`config.mk`:
```
export PLATFORM = sky130hd
export DESIGN_NAME = qpmux_sel_ctrl_flat
export DESIGN_NICKNAME = d
export VERILOG_FILES = /design/src/rtl/qpmux_sel_ctrl_pkg.sv /design/src/rtl/qpmux_sel_ctrl_if.sv /design/src/rtl/qpmux_sel_ctrl_dly_cnt.sv /design/src/rtl/qpmux_sel_ctrl.sv /design/src/flat_wrapper.sv
export SDC_FILE = /design/constraint.sdc
export NUM_CORES = 1
export LEC_CHECK = 0
export CAP_MARGIN = 5
export CORE_ASPECT_RATIO = 0.8
export CORE_MARGIN = 2
export CORE_UTILIZATION = 50
export DETAILED_ROUTE_END_ITERATION = 10
export DONT_BUFFER_PORTS = 1
export GPL_ROUTABILITY_DRIVEN = 0
export PLACE_DENSITY = 0.73
export SLEW_MARGIN = 40
export SYNTH_ARGS = -nofsm -noshare
export SYNTH_HDL_FRONTEND = slang
export SYNTH_SLANG_ARGS = --single-unit
export TNS_END_PERCENT = 1
```
`constraint.sdc`:
```
create_clock -name CLK -period 3.3 [get_ports CLK]
set_input_delay 0.495 -clock CLK [delete_from_list [all_inputs] [get_ports CLK]]
set_output_delay 0.495 -clock CLK [all_outputs]
set_load 0.01 [all_outputs]
```
`src/rtl/qpmux_sel_ctrl_pkg.sv`:
```
// Shared types and helpers for the QPMUX select sequencer.
package qpmux_pkg;

  typedef enum logic [1:0] {
    SRC_QCLKIN = 2'b00,
    SRC_QHSCK  = 2'b01,
    SRC_GMUXIN = 2'b10,
    SRC_BAD    = 2'b11
  } src_e;

  typedef enum logic [1:0] {
    ST_IDLE,
    ST_DRAIN,
    ST_SWITCH,
    ST_FIN
  } state_e;

  // Returns {IS1,IS0}; the illegal code maps to 00 so IS0=IS1=1 can never be driven.
  function automatic logic [1:0] src_to_pins(input logic [1:0] src);
    case (src)
      SRC_QHSCK:  return 2'b10;
      SRC_GMUXIN: return 2'b01;
      default:    return 2'b00;
    endcase
  endfunction

endpackage

```
`src/rtl/qpmux_sel_ctrl_if.sv`:
```
// Request/completion handshake between the controlling agent and qpmux_sel_ctrl.
interface qpmux_sel_ctrl_if;
  logic       REQ_VALID;
  logic [1:0] REQ_SRC;
  logic       REQ_READY;
  logic       DONE;
  logic       ERR;

  modport master (output REQ_VALID, REQ_SRC, input REQ_READY, DONE, ERR);
  modport slave  (input REQ_VALID, REQ_SRC, output REQ_READY, DONE, ERR);
endinterface

```
`src/rtl/qpmux_sel_ctrl_dly_cnt.sv`:
```
// 8-bit loadable down-counter with zero flag; times both the drain and settle phases.
module qpmux_dly_cnt (
  input  logic       clk,
  input  logic       rst_n,
  input  logic       load,
  input  logic [7:0] load_val,
  input  logic       dec,
  output logic       zero
);
  logic [7:0] cnt_d, cnt_q;

  always_comb begin
    cnt_d = cnt_q;
    if (load)                   cnt_d = load_val;
    else if (dec && cnt_q != '0) cnt_d = cnt_q - 8'd1;
  end

  always_ff @(posedge clk or negedge rst_n) begin
    if (!rst_n) cnt_q <= '0;
    else        cnt_q <= cnt_d;
  end

  assign zero = (cnt_q == '0);
endmodule

```
`src/rtl/qpmux_sel_ctrl.sv`:
```
// QPMUX select sequencer: gates the muxed clock off around every IS0/IS1 change.
// Optional switch counter output SW_CNT enabled by QPMUX_SEL_CTRL_STATS_EN.
module qpmux_sel_ctrl
  import qpmux_pkg::*;
#(
  parameter int unsigned DRAIN_CYC  = 4,
  parameter int unsigned SETTLE_CYC = 3,
  parameter logic [1:0]  RST_SRC    = 2'b00
) (
  input  logic              CLK,
  input  logic              RSTN,
  qpmux_sel_ctrl_if.slave   req,
  output logic              IS0,
  output logic              IS1,
  output logic              GATE_EN,
  output logic [1:0]        CUR_SRC
`ifdef QPMUX_SEL_CTRL_STATS_EN
  ,
  output logic [7:0]        SW_CNT
`endif
);
  localparam logic [1:0] RST_SRC_EFF = (RST_SRC == 2'b11) ? 2'b00 : RST_SRC;
  localparam logic [7:0] DRAIN_LD    = 8'(DRAIN_CYC - 1);
  localparam logic [7:0] SETTLE_LD   = 8'(SETTLE_CYC - 1);

  state_e     state_d, state_q;
  logic [1:0] tgt_d, tgt_q;
  logic [1:0] cur_d, cur_q;
  logic [1:0] pins_d, pins_q;
  logic       gate_d, gate_q;
  logic       ready_d, ready_q;
  logic       done_d, done_q;
  logic       err_d, err_q;
  logic       cnt_load, cnt_dec, cnt_zero;
  logic [7:0] cnt_val;

  qpmux_dly_cnt u_dly_cnt (
    .clk      (CLK),
    .rst_n    (RSTN),
    .load     (cnt_load),
    .load_val (cnt_val),
    .dec      (cnt_dec),
    .zero     (cnt_zero)
  );

  always_comb begin
    state_d  = state_q;
    tgt_d    = tgt_q;
    cur_d    = cur_q;
    pins_d   = pins_q;
    gate_d   = gate_q;
    err_d    = 1'b0;
    cnt_load = 1'b0;
    cnt_val  = '0;
    cnt_dec  = 1'b0;
    case (state_q)
      ST_IDLE: begin
        if (req.REQ_VALID && ready_q) begin
          tgt_d = req.REQ_SRC;
          if (req.REQ_SRC == SRC_BAD) begin
            state_d = ST_FIN;
            err_d   = 1'b1;
          end else if (req.REQ_SRC == cur_q) begin
            state_d = ST_FIN;
          end else begin
            state_d  = ST_DRAIN;
            gate_d   = 1'b0;
            cnt_load = 1'b1;
            cnt_val  = DRAIN_LD;
          end
        end
      end
      ST_DRAIN: begin
        cnt_dec = 1'b1;
        if (cnt_zero) begin
          state_d  = ST_SWITCH;
          cur_d    = tgt_q;
          pins_d   = src_to_pins(tgt_q);
          cnt_load = 1'b1;
          cnt_val  = SETTLE_LD;
        end
      end
      ST_SWITCH: begin
        cnt_dec = 1'b1;
        if (cnt_zero) begin
          state_d = ST_FIN;
          gate_d  = 1'b1;
        end
      end
      ST_FIN:  state_d = ST_IDLE;
      default: state_d = ST_IDLE;
    endcase
    // Handshake outputs are decoded from the next state so they stay registered.
    done_d  = (state_d == ST_FIN);
    ready_d = (state_d == ST_IDLE);
  end

  always_ff @(posedge CLK or negedge RSTN) begin
    if (!RSTN) begin
      state_q <= ST_IDLE;
      tgt_q   <= RST_SRC_EFF;
      cur_q   <= RST_SRC_EFF;
      pins_q  <= src_to_pins(RST_SRC_EFF);
      gate_q  <= 1'b1;
      ready_q <= 1'b1;
      done_q  <= 1'b0;
      err_q   <= 1'b0;
    end else begin
      state_q <= state_d;
      tgt_q   <= tgt_d;
      cur_q   <= cur_d;
      pins_q  <= pins_d;
      gate_q  <= gate_d;
      ready_q <= ready_d;
      done_q  <= done_d;
      err_q   <= err_d;
    end
  end

  assign IS1           = pins_q[1];
  assign IS0           = pins_q[0];
  assign GATE_EN       = gate_q;
  assign CUR_SRC       = cur_q;
  assign req.REQ_READY = ready_q;
  assign req.DONE      = done_q;
  assign req.ERR       = err_q;

`ifdef QPMUX_SEL_CTRL_STATS_EN
  logic [7:0] sw_cnt_d, sw_cnt_q;

  always_comb begin
    sw_cnt_d = sw_cnt_q;
    if (state_q == ST_SWITCH && cnt_zero && sw_cnt_q != '1) sw_cnt_d = sw_cnt_q + 8'd1;
  end

  always_ff @(posedge CLK or negedge RSTN) begin
    if (!RSTN) sw_cnt_q <= '0;
    else       sw_cnt_q <= sw_cnt_d;
  end

  assign SW_CNT = sw_cnt_q;
`endif
endmodule

```
`src/flat_wrapper.sv`:
```
// flat-port wrapper written by rule: the top's interface ports become plain ports
module qpmux_sel_ctrl_flat import qpmux_pkg::*;
#(
  parameter int unsigned DRAIN_CYC  = 4,
  parameter int unsigned SETTLE_CYC = 3,
  parameter logic [1:0]  RST_SRC    = 2'b00
)
  (CLK, RSTN, IS0, IS1, GATE_EN, CUR_SRC, req_REQ_VALID, req_REQ_SRC, req_REQ_READY, req_DONE, req_ERR);
  qpmux_sel_ctrl_if req_i ();
  input  logic CLK;
  input  logic RSTN;
  output logic IS0;
  output logic IS1;
  output logic GATE_EN;
  output logic [1:0] CUR_SRC;
  input wire logic [$bits(req_i.REQ_VALID)-1:0] req_REQ_VALID;
  input wire logic [$bits(req_i.REQ_SRC)-1:0] req_REQ_SRC;
  output wire logic [$bits(req_i.REQ_READY)-1:0] req_REQ_READY;
  output wire logic [$bits(req_i.DONE)-1:0] req_DONE;
  output wire logic [$bits(req_i.ERR)-1:0] req_ERR;
  assign req_i.REQ_VALID = req_REQ_VALID;
  assign req_i.REQ_SRC = req_REQ_SRC;
  assign req_REQ_READY = req_i.REQ_READY;
  assign req_DONE = req_i.DONE;
  assign req_ERR = req_i.ERR;
  qpmux_sel_ctrl #(.DRAIN_CYC(DRAIN_CYC), .SETTLE_CYC(SETTLE_CYC), .RST_SRC(RST_SRC)) u_core (.CLK(CLK), .RSTN(RSTN), .req(req_i), .IS0(IS0), .IS1(IS1), .GATE_EN(GATE_EN), .CUR_SRC(CUR_SRC));
endmodule
```
==> results.txt, run 1 <==
The I/O pin total came out at 13. The post-synthesis average cell area came out at slightly below 10 um^2. Max-cap violations in this run came to 0.

After Yosys synthesis, full adders, half adders and majority gates account for 6.72% of the synthesized area. The area added between synthesis and finish is 4.81%. The number of synthesis warnings is 0. The count of port buffers added during placement came out at 0. For this configuration, the core starts out at a cell density of between 50 and 60%. The clock group share of total power is between 10% and 20%. The initial antenna violation count is 0. Summed over all cells, the static leakage comes to 0.544 nW. The peak supply drop is ~0.57 mV. The floorplan die area is between 0.002 and 0.003 mm^2. The synthesized design contains 20 register bits.

In this run the horizontal extent of the chip is 56.9 um. The final setup slack of the worst path is 1410 ps. The number of hold-repair buffers added at the cts stage is 1. The overall track demand over capacity in global routing came out at ~18%. The commonest cells after synthesis are dfrtp_1, nand2_1, nor3_1. The post-place setup slack came out at about 1400 ps. The top flip-flop cell by instance count after synthesis is dfrtp_1. The area of the core region came out at roughly 0.0021 mm^2. STA classifies the critical path endpoint as a register. The flow ran to the end, and the final reports show no timing, DRC or antenna violations.

The final number of max-transition violations is 0. The vertical extent of the die is roughly 46 um. The detailed placement HPWL came out at around 1600 um.

The TritonCTS clock tree is done. The later pin in the worst-skew pair is clocked with a latency of about 300 ps. In the final routed layout, each cell accounts on average for around 16 um. The worst path in the final design needs a cycle of ~1900 ps, including I/O delays and setup.

After synthesis, the netlist uses 37 different library cells. The combined area of the multi-input logic cells is ~590 um^2. Setup repair after global routing left no endpoint under its margin. The top-area cell type share of the netlist area is about two fifths.

The number of antenna-violating nets in the routed design came out at 0. The number of antenna repair diodes is 0. In the final layout, flip-flops and latches occupy 503 um^2. The clock arrives with ~4.5 ps of skew. The switching power as a share of total power came out at between 40 and 50%. In the routed design, unresolved DRC markers number 0. After synthesis, flip-flops and latches occupy a little under half of the total area. The via count of the first global-routing pass came out at ~810. In this run the power density over the cells is around 930 mW/mm^2. The compound-gate portion of the synthesized area is roughly an eighth. The share of post-route cells with drive strength above 1 came out at roughly 15%. The final count of hold timing violations was 0. Counting flops with a built-in enable in the synthesized netlist gives 0. Setup violations remaining at the end of the flow were counted as 0.

The number of gates resized after CTS was 0. The first-pass GRT wire length came out at 3590 um. The cell row count is 15.

The fraction of registers with async set/reset came out at 100%. The cell count after placement came out at roughly 140. The upper clock frequency limit came out at roughly 0.53 GHz. The number of standard cells in the layout, taps in and fillers out is around 140.

Sequential cells burn a little over two fifths of the power. In this run the worst path has a maximum fanout of 10. The share of total power dissipated in combinational logic is 47.0%. The worst hold margin is between 15 and 20 ps. The critical path data required time is 3550 ps.

The per-cell via count in the routed design came out at 5.98. The post-route clock period utilization came out at between 50% and 60%. The worst-case clock buffer depth came out at 2. The net count of the finished layout is 129. In this run the worst hold path is classified as primary input to asynchronous set/reset pin. The normalized max-slew margin is a little under three fifths. For this design, the sink count on the clock tree is 20. TritonCTS created 3 clock buffers. The number of filler instances in the final layout is between 150 and 200.

The worst setup path is launched from a register. The cell taking the most area after synthesis is dfrtp_1. The total internal power came out at 626 uW. Among all cell types in the netlist, the one instantiated most often is dfrtp_1. Across all layers, the routed design uses around 850 vias. The worst setup path is of the register to register kind. By area the synthesized netlist is led by dfrtp_1, ha_1, nand2_1. The final-layout setup total negative slack came out at 0 ps. The pin count of the biggest net entering global routing came out at 19. The worst path arrival time is approximately 2100 ps. The main combinational cell family by area after synthesis is simple AND/OR/NAND/NOR gates. For this block, the routed nets add up to roughly 2200 um of wire.

The clock edge transition at the registers on the reported setup and hold paths is around 120 ps. The number of H-tree levels came out at 1. Clock tree synthesis selected as its root buffer the cell clkbuf_4. In this run the post-CTS setup repair buffer count came out at 0. Before antenna repair, the detailed router went through 4 iterations. The post-synthesis mux area share came out at 4.82%. The total power consumption of the routed design came out at approximately 1.1 mW. The first routing iteration left 30 violations.

For this design the total switching power over the nets is between 400 and 500 uW. For this run the aggregate overflow at the end of global routing stands at 0. The fraction of synthesized cell area in xor and xnor cells is between 2 and 2.5%. The cell area that synthesis handed to floorplanning was 0.00112 mm^2. The net count after synthesis came out at approximately 130. The worst-margin pin slew is roughly 640 ps. The cell count after synthesis came out at around 110. After Yosys synthesis, and, or, nand and nor cells account for approximately a quarter of the synthesized area.
## area by class of cell
| type | instances | share of cell area (%) |
|---|---|---|
| Inverter | 5 | 1.60 |
| Tap cell | 25 | 2.67 |
| Multi-Input combinational cell | 87 | 50.1 |
| Sequential cell | 20 | 42.9 |
| Timing Repair Buffer | 1 | 0.427 |
| Clock buffer | 4 | 2.24 |
## per-stage QoR
stage,util [%],instance area [um^2]
after floorplan,-,1120
after global placement,53.3,1140
after detailed placement,53.3,1140
after CTS,55.0,1180
after global routing,54.7,1170
final,54.7,1170
## cell usage in the layout (no fill, tap or decap), drive strengths merged, types with 2 or more instances in the layout
master / instances
nor3b: 2
mux2i: 2
dfstp: 2
dfrtp: 18
o21bai: 2
o21ai: 2
nor2: 8
a211oi: 2
clkbuf: 4
ha: 6
nor3: 11
nor2b: 3
nand3: 4
a21oi: 6
xnor2: 2
inv: 5
nand2: 15
o211ai: 2
nand3b: 3
mux2: 3
and3: 4
## final timing paths
| kind | start | to | slack (ps) | depth (start not counted) |
|---|---|---|---|---|
| max in group asynchronous | RSTN | u_core.CUR_SRC[0] | 2910 | 1 |
| setup reg to reg | u_core.u_dly_cnt.cnt_q[0] | u_core.pins_q[0] | 1410 | 6 |
| hold / removal | RSTN | u_core.GATE_EN | 20 | 0 |
| min in group CLK | req_REQ_SRC[0] | u_core.req.ERR | 290 | 2 |
| setup / recovery | u_core.u_dly_cnt.cnt_q[0] | u_core.pins_q[0] | 1410 | 6 |
| hold reg to reg | u_core.pins_q[0] | u_core.pins_q[0] | 560 | 2 |
## worst max-delay path, stage by stage (launching register included)
cell      delay [ps]
dfrtp_1          430
inv_1            100
ha_1             190
nor3b_2          440
and3_1           480
nand3b_1         130
nand2_1           80
## power groups by stage
stage / combinational [mW] / clock (mW) / sequential, mW
floorplan: 0.417 / 0 / 0.436
CTS: 0.512 / 0.127 / 0.455
detailed placement: 0.505 / 0 / 0.460
global placement: 0.479 / 0 / 0.455
global route: 0.569 / 0.134 / 0.470
finish: 0.513 / 0.123 / 0.456
## registers in the layout (all words and copies together) (netlist names), 2 cells and up
name and count:
u_core.CUR_SRC 2, u_core.pins_q 2, u_core.u_dly_cnt.cnt_q 8, u_core.state_q 2
u_core.tgt_q 2
## cell families after synthesis
logic type,Yosys count
mux,5
buf+inv,7
xor+xnor,3
fa+ha+maj,6
compound gates,19
simple gates,54
flops,20
## layer usage
metal,up-vias,GRT usage (%),part of all wire (%)
met5,-,0,0
met4,0,3.26,0.41
met3,2,5.34,5.0
met2,22,30.5,47
met1,417,24.3,48
li1,408,-,-
No activity file was read; power rests on OpenSTA's default activity.
==> run 2, diff against run 1 <==
- PLACE_DENSITY: 0.73 -> 0.76
- clock period: 3.3 -> 1.7 ns (I/O delays scaled with it)
==> results.txt, run 2 (synthesized netlist as in run 1, its figures left out) <==
The run finished with clean final reports. The reg-to-reg critical path startpoint is u_core.u_dly_cnt.cnt_q[2]. The leakage power came out at 0.649 nW (+19%). The TritonCTS clock tree is done. The wire length reported by the detailed router is 2590 um (+17%).

The effective utilization at floorplan is 52.2% (unchanged). The power density relative to cell area is 1940 mW/mm^2 (+110%). The area of the core region is 0.00214 mm^2 (unchanged).

The floorplan die area came out at 0.00263 mm^2 (unchanged). The placed cell area was 0.00123 mm^2 (+8.1%). The die outline width came out at 56.9 um (unchanged).

The share of post-route cells with drive strength above 1 came out at 34.6% (+19 points). The CTS sink count is 20 (unchanged). The initial antenna violation count came out at 0 (unchanged). The depth of the most critical reg-to-reg path was 4 (-2). The total power consumption of the routed design is 2.71 mW (+150%). The worst setup path is captured at a register.

The clock edge transition at the registers on the reported setup and hold paths is 120 ps (about the same). The final number of max-transition violations came to 0 (unchanged). The via count came out at 953 (+12%). The worst setup path is of the register to register kind. The upper clock frequency limit is 0.594 GHz (+12%). The final count of hold timing violations came out at 0 (unchanged). The worst hold path terminates at u_core.req.ERR. Along the worst hold path, the cell count comes to 2. The total congestion overflow came out at 0 (unchanged). The startpoint identified for the worst hold timing path is req_REQ_SRC[0]. The critical path data required time is 1950 ps (-1600 ps). The count of max-cap constraint violations came out at 0 (unchanged). The minimum period implied by the final worst setup slack came out at 1680 ps (-209 ps). The post-route clock skew is 5.60 ps (+1.06 ps). In this run the critical register-to-register path is captured at u_core.u_dly_cnt.cnt_q[1]. The flip-flop count of the largest register, all copies and words added is 8 (unchanged).

Walking the worst path, the cells encountered are or4_4 > o21ai_4 > mux2_4 > nand3_1. The number of nets in the layout is 148 (+15%). The number of CTS-inserted buffers came to 3 (unchanged). The cell at the root of the clock tree is clkbuf_4. The worst-case clock buffer depth is 2 (unchanged). The I/O pin total came to 13 (unchanged).

The count of port buffers added during placement is 0 (unchanged). The logic gate share of total power came to 56.8% (+9.8 points). The slowest stage of the critical path is the or4_4 cell. The power dissipated by switching net loads came out at 1.10 mW (+140%). The length of the first detailed-routing pass in iterations was 4 (unchanged). The worst setup path is launched from a register. The top cell types in the final layout, fill and taps aside, are buf_4, dfrtp_1, nand2_1. The mean routed wirelength per cell came out at 16.1 um (+3.2%). The peak supply drop is 1.23 mV (+120%). The detailed placement HPWL came out at 1810 um (+13%). The final setup slack of the worst path is 17.5 ps (-1390 ps). The total internal power is 1.61 mW (+160%). The worst-margin pin slew is 445 ps (-191 ps).

The largest stage delay on the critical path came out at 580 ps (+100 ps). The clock group share of total power is 10.4% (-0.9 points). The number of antenna-violating nets in the routed design is 0 (unchanged). The post-route clock period utilization is 99.0% (+42 points). Leaving out fill and tap cells, the most frequent cell in the layout is buf_4.

The post-place setup slack was -46.4 ps (-1460 ps). Setup repair after global routing could not meet its margin everywhere. The normalized max-slew margin came out at 70.1% (+13 points). The first-pass GRT wire length came out at 3770 um (+5.0%). The via count of the first global-routing pass is 859 (+6.4%).

The fraction of power consumed by sequential logic is 32.7% (-9.0 points). The vertical extent of the die was 46.3 um (unchanged). The pin count of the biggest net entering global routing came out at 21 (+2). The number of antenna repair diodes is 0 (unchanged). The flop-to-flop setup slack was 20 ps (-1390 ps). The cell row count came out at 15 (unchanged). The per-cell via count in the routed design is 5.92 (-1.0%). The peak fanout along the critical path is 4 (-6). The worst min-delay path category is primary input to register. The switching power as a share of total power is 40.6% (-2.1 points).

The number of failing setup endpoints in the final timing report was 0 (unchanged). The area added between synthesis and finish is 25.4%. The DRC violation total after the first TritonRoute iteration is 26 (-13%). The number of H-tree levels is 1 (unchanged). The utilization of the core after routing is 65.5% (+11 points). The overall track demand over capacity in global routing is 19.6% (+1.3 points). The total DRC errors in the routed layout is 0 (unchanged). The worst path arrival time is 1930 ps (-210 ps). The worst-skew pair later-pin latency was 310 ps (about the same). The worst hold margin came to 35.4 ps (+18.6 ps). The cell area after layout came to 0.00140 mm^2 (+20%). More flip-flops sit in one register than any other, and that register is u_core.u_dly_cnt.cnt_q.
[run 2: cell type report]
| class | instances | area [um^2] |
|---|---|---|
| inverters | 5 | 18.8 |
| fillers | 179 | 738 |
| repair buffers | 20 | 150 |
| multi-input cells | 87 | 659 |
| clock buffers | 4 | 36.3 |
| flip-flops and latches | 20 | 505 |
| well taps | 25 | 31.3 |
[run 2: power by group through the flow]
stage / combinational (mW) / clock (mW) / sequential, mW
final: 1.54 / 0.283 / 0.888
after global routing: 1.68 / 0.300 / 0.914
after CTS: 1.30 / 0.288 / 0.873
after detailed placement: 1.17 / 0 / 0.872
after global placement: 1.10 / 0 / 0.861
after floorplan: 0.816 / 0 / 0.848
[run 2: worst max-delay path, delay by kind of cell, from the launching register on]
kind	cells	cell delay, ps
DFF	1	460
AOI/OAI and AO/OA	1	190
muxes	1	310
and+or+nand+nor	2	670
[run 2: per-stage QoR]
stage                     TNS (ps)  instances
after global routing         -36.6        161
after detailed placement     -79.1        149
after floorplan                  0        114
after global placement           0        149
final                            0        161
after CTS                        0        155
[run 2: timing repair]
action | 4_1_cts | 5_1_grt
hold endpoints to repair | 20 | 18
gates resized for setup | 6 | 9
setup buffers | 1 | 5
endpoints found under the setup margin | 2 | 8
pin swaps | 3 | 0
gates cloned | 0 | 0
hold buffers | 1 | 1
[run 2: how the worst max path moves through the flow]
stage                                          from                         to  slack, ps  cells after the start
after floorplan           u_core.u_dly_cnt.cnt_q[0]  u_core.u_dly_cnt.cnt_q[1]         60                      6
after global placement    u_core.u_dly_cnt.cnt_q[3]            u_core.req.DONE         70                      4
after detailed placement  u_core.u_dly_cnt.cnt_q[1]  u_core.u_dly_cnt.cnt_q[1]        -50                      6
after CTS                 u_core.u_dly_cnt.cnt_q[0]            u_core.req.DONE         20                      6
after global routing      u_core.u_dly_cnt.cnt_q[1]  u_core.u_dly_cnt.cnt_q[1]        -20                      6
final                     u_core.u_dly_cnt.cnt_q[2]  u_core.u_dly_cnt.cnt_q[1]         20                      4
[run 2: per-layer routing]
metal | routed length (um) | global-route usage, %
met2 | 1310 | 30.5
met4 | 42 | 9.30
met1 | 1100 | 25.5
met3 | 143 | 5.90
met5 | 0 | 0
==> run 3, diff against run 2 <==
- CORE_UTILIZATION: 50 -> 55
- PLACE_DENSITY: 0.76 -> 0.81
==> results.txt, run 3 (synthesized netlist as in run 1, its figures left out) <==
The via count came out at 958 (+0.52%). The largest stage delay on the critical path came to 420 ps (-160 ps). The clock edge transition at the registers on the reported setup and hold paths came out at 120 ps (about the same).

The initial antenna violation count was 0 (unchanged). The overall track demand over capacity in global routing came out at 26.0% (+6.4 points). The count of port buffers added during placement is 0 (unchanged). The floorplan die area came out at 0.00241 mm^2 (-8.4%). The final number of max-transition violations came out at 0 (unchanged). The CTS sink count came out at 20 (unchanged).

The library cell used most frequently in the layout, excluding fill and tap cells, is dfrtp_1. The final-layout setup total negative slack was -21.7 ps (-21.7 ps). The normalized max-slew margin was 69.7% (-0.46 points). The area added between synthesis and finish is 27.5%. The number of filler instances in the final layout came to 136 (-24%). The leakage power is 0.659 nW (+1.4%). The run finished, with violations left. The length of the first detailed-routing pass in iterations is 4 (unchanged). The die outline width came out at 54.4 um (-4.3%).

The minimum period implied by the final worst setup slack came out at 1720 ps (+39.2 ps). The number of H-tree levels came to 1 (unchanged). The cell count after placement came out at 145 (-2.7%). Traced cell by cell, the critical path runs through inv_2 > ha_4 > or3b_4 > o21ai_4 > mux2_4 > nand3_2. STA classifies the critical path startpoint as a register. The worst-skew pair later-pin latency was 320 ps (about the same).

The worst-margin pin slew came out at 455 ps (+9.54 ps). The pin count of the biggest net entering global routing came out at 21 (unchanged). The cell row count came out at 14 (-1). The worst-case clock buffer depth was 2 (unchanged). The post-route clock skew came out at 3.61 ps (-1.99 ps).

The number of antenna repair diodes came out at 0 (unchanged). The via count of the first global-routing pass is 941 (+9.5%). The flip-flop count of the largest register, all copies and words added is 8 (unchanged).

Setup repair after global routing could not meet its margin everywhere. The final setup slack of the worst path is -21.7 ps (-39.2 ps). The final count of hold timing violations came out at 0 (unchanged). The wire length reported by the detailed router is 2840 um (+9.4%). The power density relative to cell area came out at 2040 mW/mm^2 (+5.3%). The cell area after layout is 0.00143 mm^2 (+1.7%). The worst path arrival time is 1980 ps (+50 ps).

The cell sitting at the root of the clock tree is a clkbuf_4. The total DRC errors in the routed layout was 0 (unchanged). The peak supply drop came out at 1.37 mV (+11%). The checks that failed: setup timing. The total congestion overflow is 0 (unchanged). The upper clock frequency limit is 0.581 GHz (-2.3%). Among all stages on the critical path, the largest delay is contributed by dfrtp_1. Ranked by flip-flop count, first place goes to u_core.u_dly_cnt.cnt_q. The mean routed wirelength per cell is 17.8 um (+11%).

The vertical extent of the die came to 44.3 um (-4.2%). The per-cell via count in the routed design came out at 6.03 (+1.8%). The count of max-cap constraint violations came out at 0 (unchanged). The I/O pin total is 13 (unchanged). The number of antenna-violating nets in the routed design came to 0 (unchanged). The area of the core region came to 0.00189 mm^2 (-12%). The detailed placement HPWL is 1810 um (about the same). The critical path start-end classification is register to register.

The number of nets in the layout came out at 147 (-0.68%). The DRC violation total after the first TritonRoute iteration is 29 (+12%). The path class of the tightest hold or removal check is primary input to register. STA classifies the critical path endpoint as a register. The number of CTS-inserted buffers came out at 3 (unchanged).

The number of failing setup endpoints in the final timing report was 1 (+1). The number of standard cells in the layout, taps in and fillers out was 159 (-1.2%). The critical path data required time is 1960 ps (about the same). The share of post-route cells with drive strength above 1 is 35.6% (+1.0 points). The top cell types in the final layout, fill and taps aside, are dfrtp_1, buf_4, nand2_1.

The post-route clock period utilization is 101% (+2.3 points). The peak fanout along the critical path is 3 (-1). The TritonCTS clock tree is done. The total power consumption of the routed design is 2.91 mW (+7.0%).

The effective utilization at floorplan came to 59.1% (+6.8 points). The placed cell area is 0.00122 mm^2 (-0.91%). The first-pass GRT wire length is 4420 um (+17%).
-- run 3: changes by cell type in the layout (fill, tap and decap cells not counted), sizes merged --
cell | previous run | this run
bufinv | 0 | 1
clkbuf | 4 | 3
buf | 19 | 18
-- run 3: area by class of cell --
type                    count  area, um^2  share of cell area, %
clock buffers               3        22.5                   1.58
repair buffers             19         155                   10.9
inverters                   5        18.8                   1.32
clock inverters             1        30.0                   2.11
well taps                  24        30.0                   2.11
multi-input cells          87         664                   46.6
flip-flops and latches     20         504                   35.4
-- run 3: worst paths after layout --
kind,startpoint,to,cells after the start,slack (ps)
min in group asynchronous,RSTN,u_core.u_dly_cnt.cnt_q[4],2,400
worst min-delay path,req_REQ_SRC[0],u_core.req.ERR,2,20
max in group asynchronous,RSTN,u_core.req.REQ_READY,2,960
worst min register to register,u_core.pins_q[0],u_core.pins_q[0],2,560
worst max register to register,u_core.u_dly_cnt.cnt_q[1],u_core.u_dly_cnt.cnt_q[1],6,-20
worst max-delay path,u_core.u_dly_cnt.cnt_q[1],u_core.u_dly_cnt.cnt_q[1],6,-20
-- run 3: metal layers --
metal | share of wire, % | vias to the layer above | global-route usage (%)
met1 | 42 | 474 | 34.9
met3 | 5.8 | 6 | 6.42
met4 | 2.0 | 0 | 4.50
li1 | - | 444 | -
met2 | 50 | 34 | 43.1
met5 | 0 | - | 0
-- run 3: power by group --
part	internal, mW	switching (mW)
logic	0.813	0.790
registers	0.674	0.227
clock network	0.239	0.163
-- run 3: what timing repair did --
action	in CTS	in global routing
buffers inserted	3	5
setup endpoints to repair	3	10
pin swaps	1	2
endpoints found under the hold margin	20	18
gates resized for setup	8	9
hold buffers	1	1
-- run 3: through the flow --
| stage | setup WS, ps | utilization [%] | hold slack [ps] |
|---|---|---|---|
| floorplan | 55.5 | - | -40.6 |
| global placement | 65.3 | 64.6 | -40.1 |
| detailed placement | -62.7 | 64.6 | -40.2 |
| CTS | 11.0 | 70.7 | 40.0 |
| global route | -75.4 | 75.3 | 39.0 |
| finish | -21.7 | 75.3 | 23.9 |
-- run 3: critical path, delay by kind of cell, from the launching register on --
| kind | cells | cell delay, ps |
|---|---|---|
| AO/OA/AOI/OAI | 1 | 190 |
| buffers and inverters | 1 | 90 |
| flip-flops | 1 | 420 |
| AND/OR/NAND/NOR | 2 | 500 |
| multiplexers | 1 | 330 |
| adder cells (fa/ha/maj) | 1 | 130 |
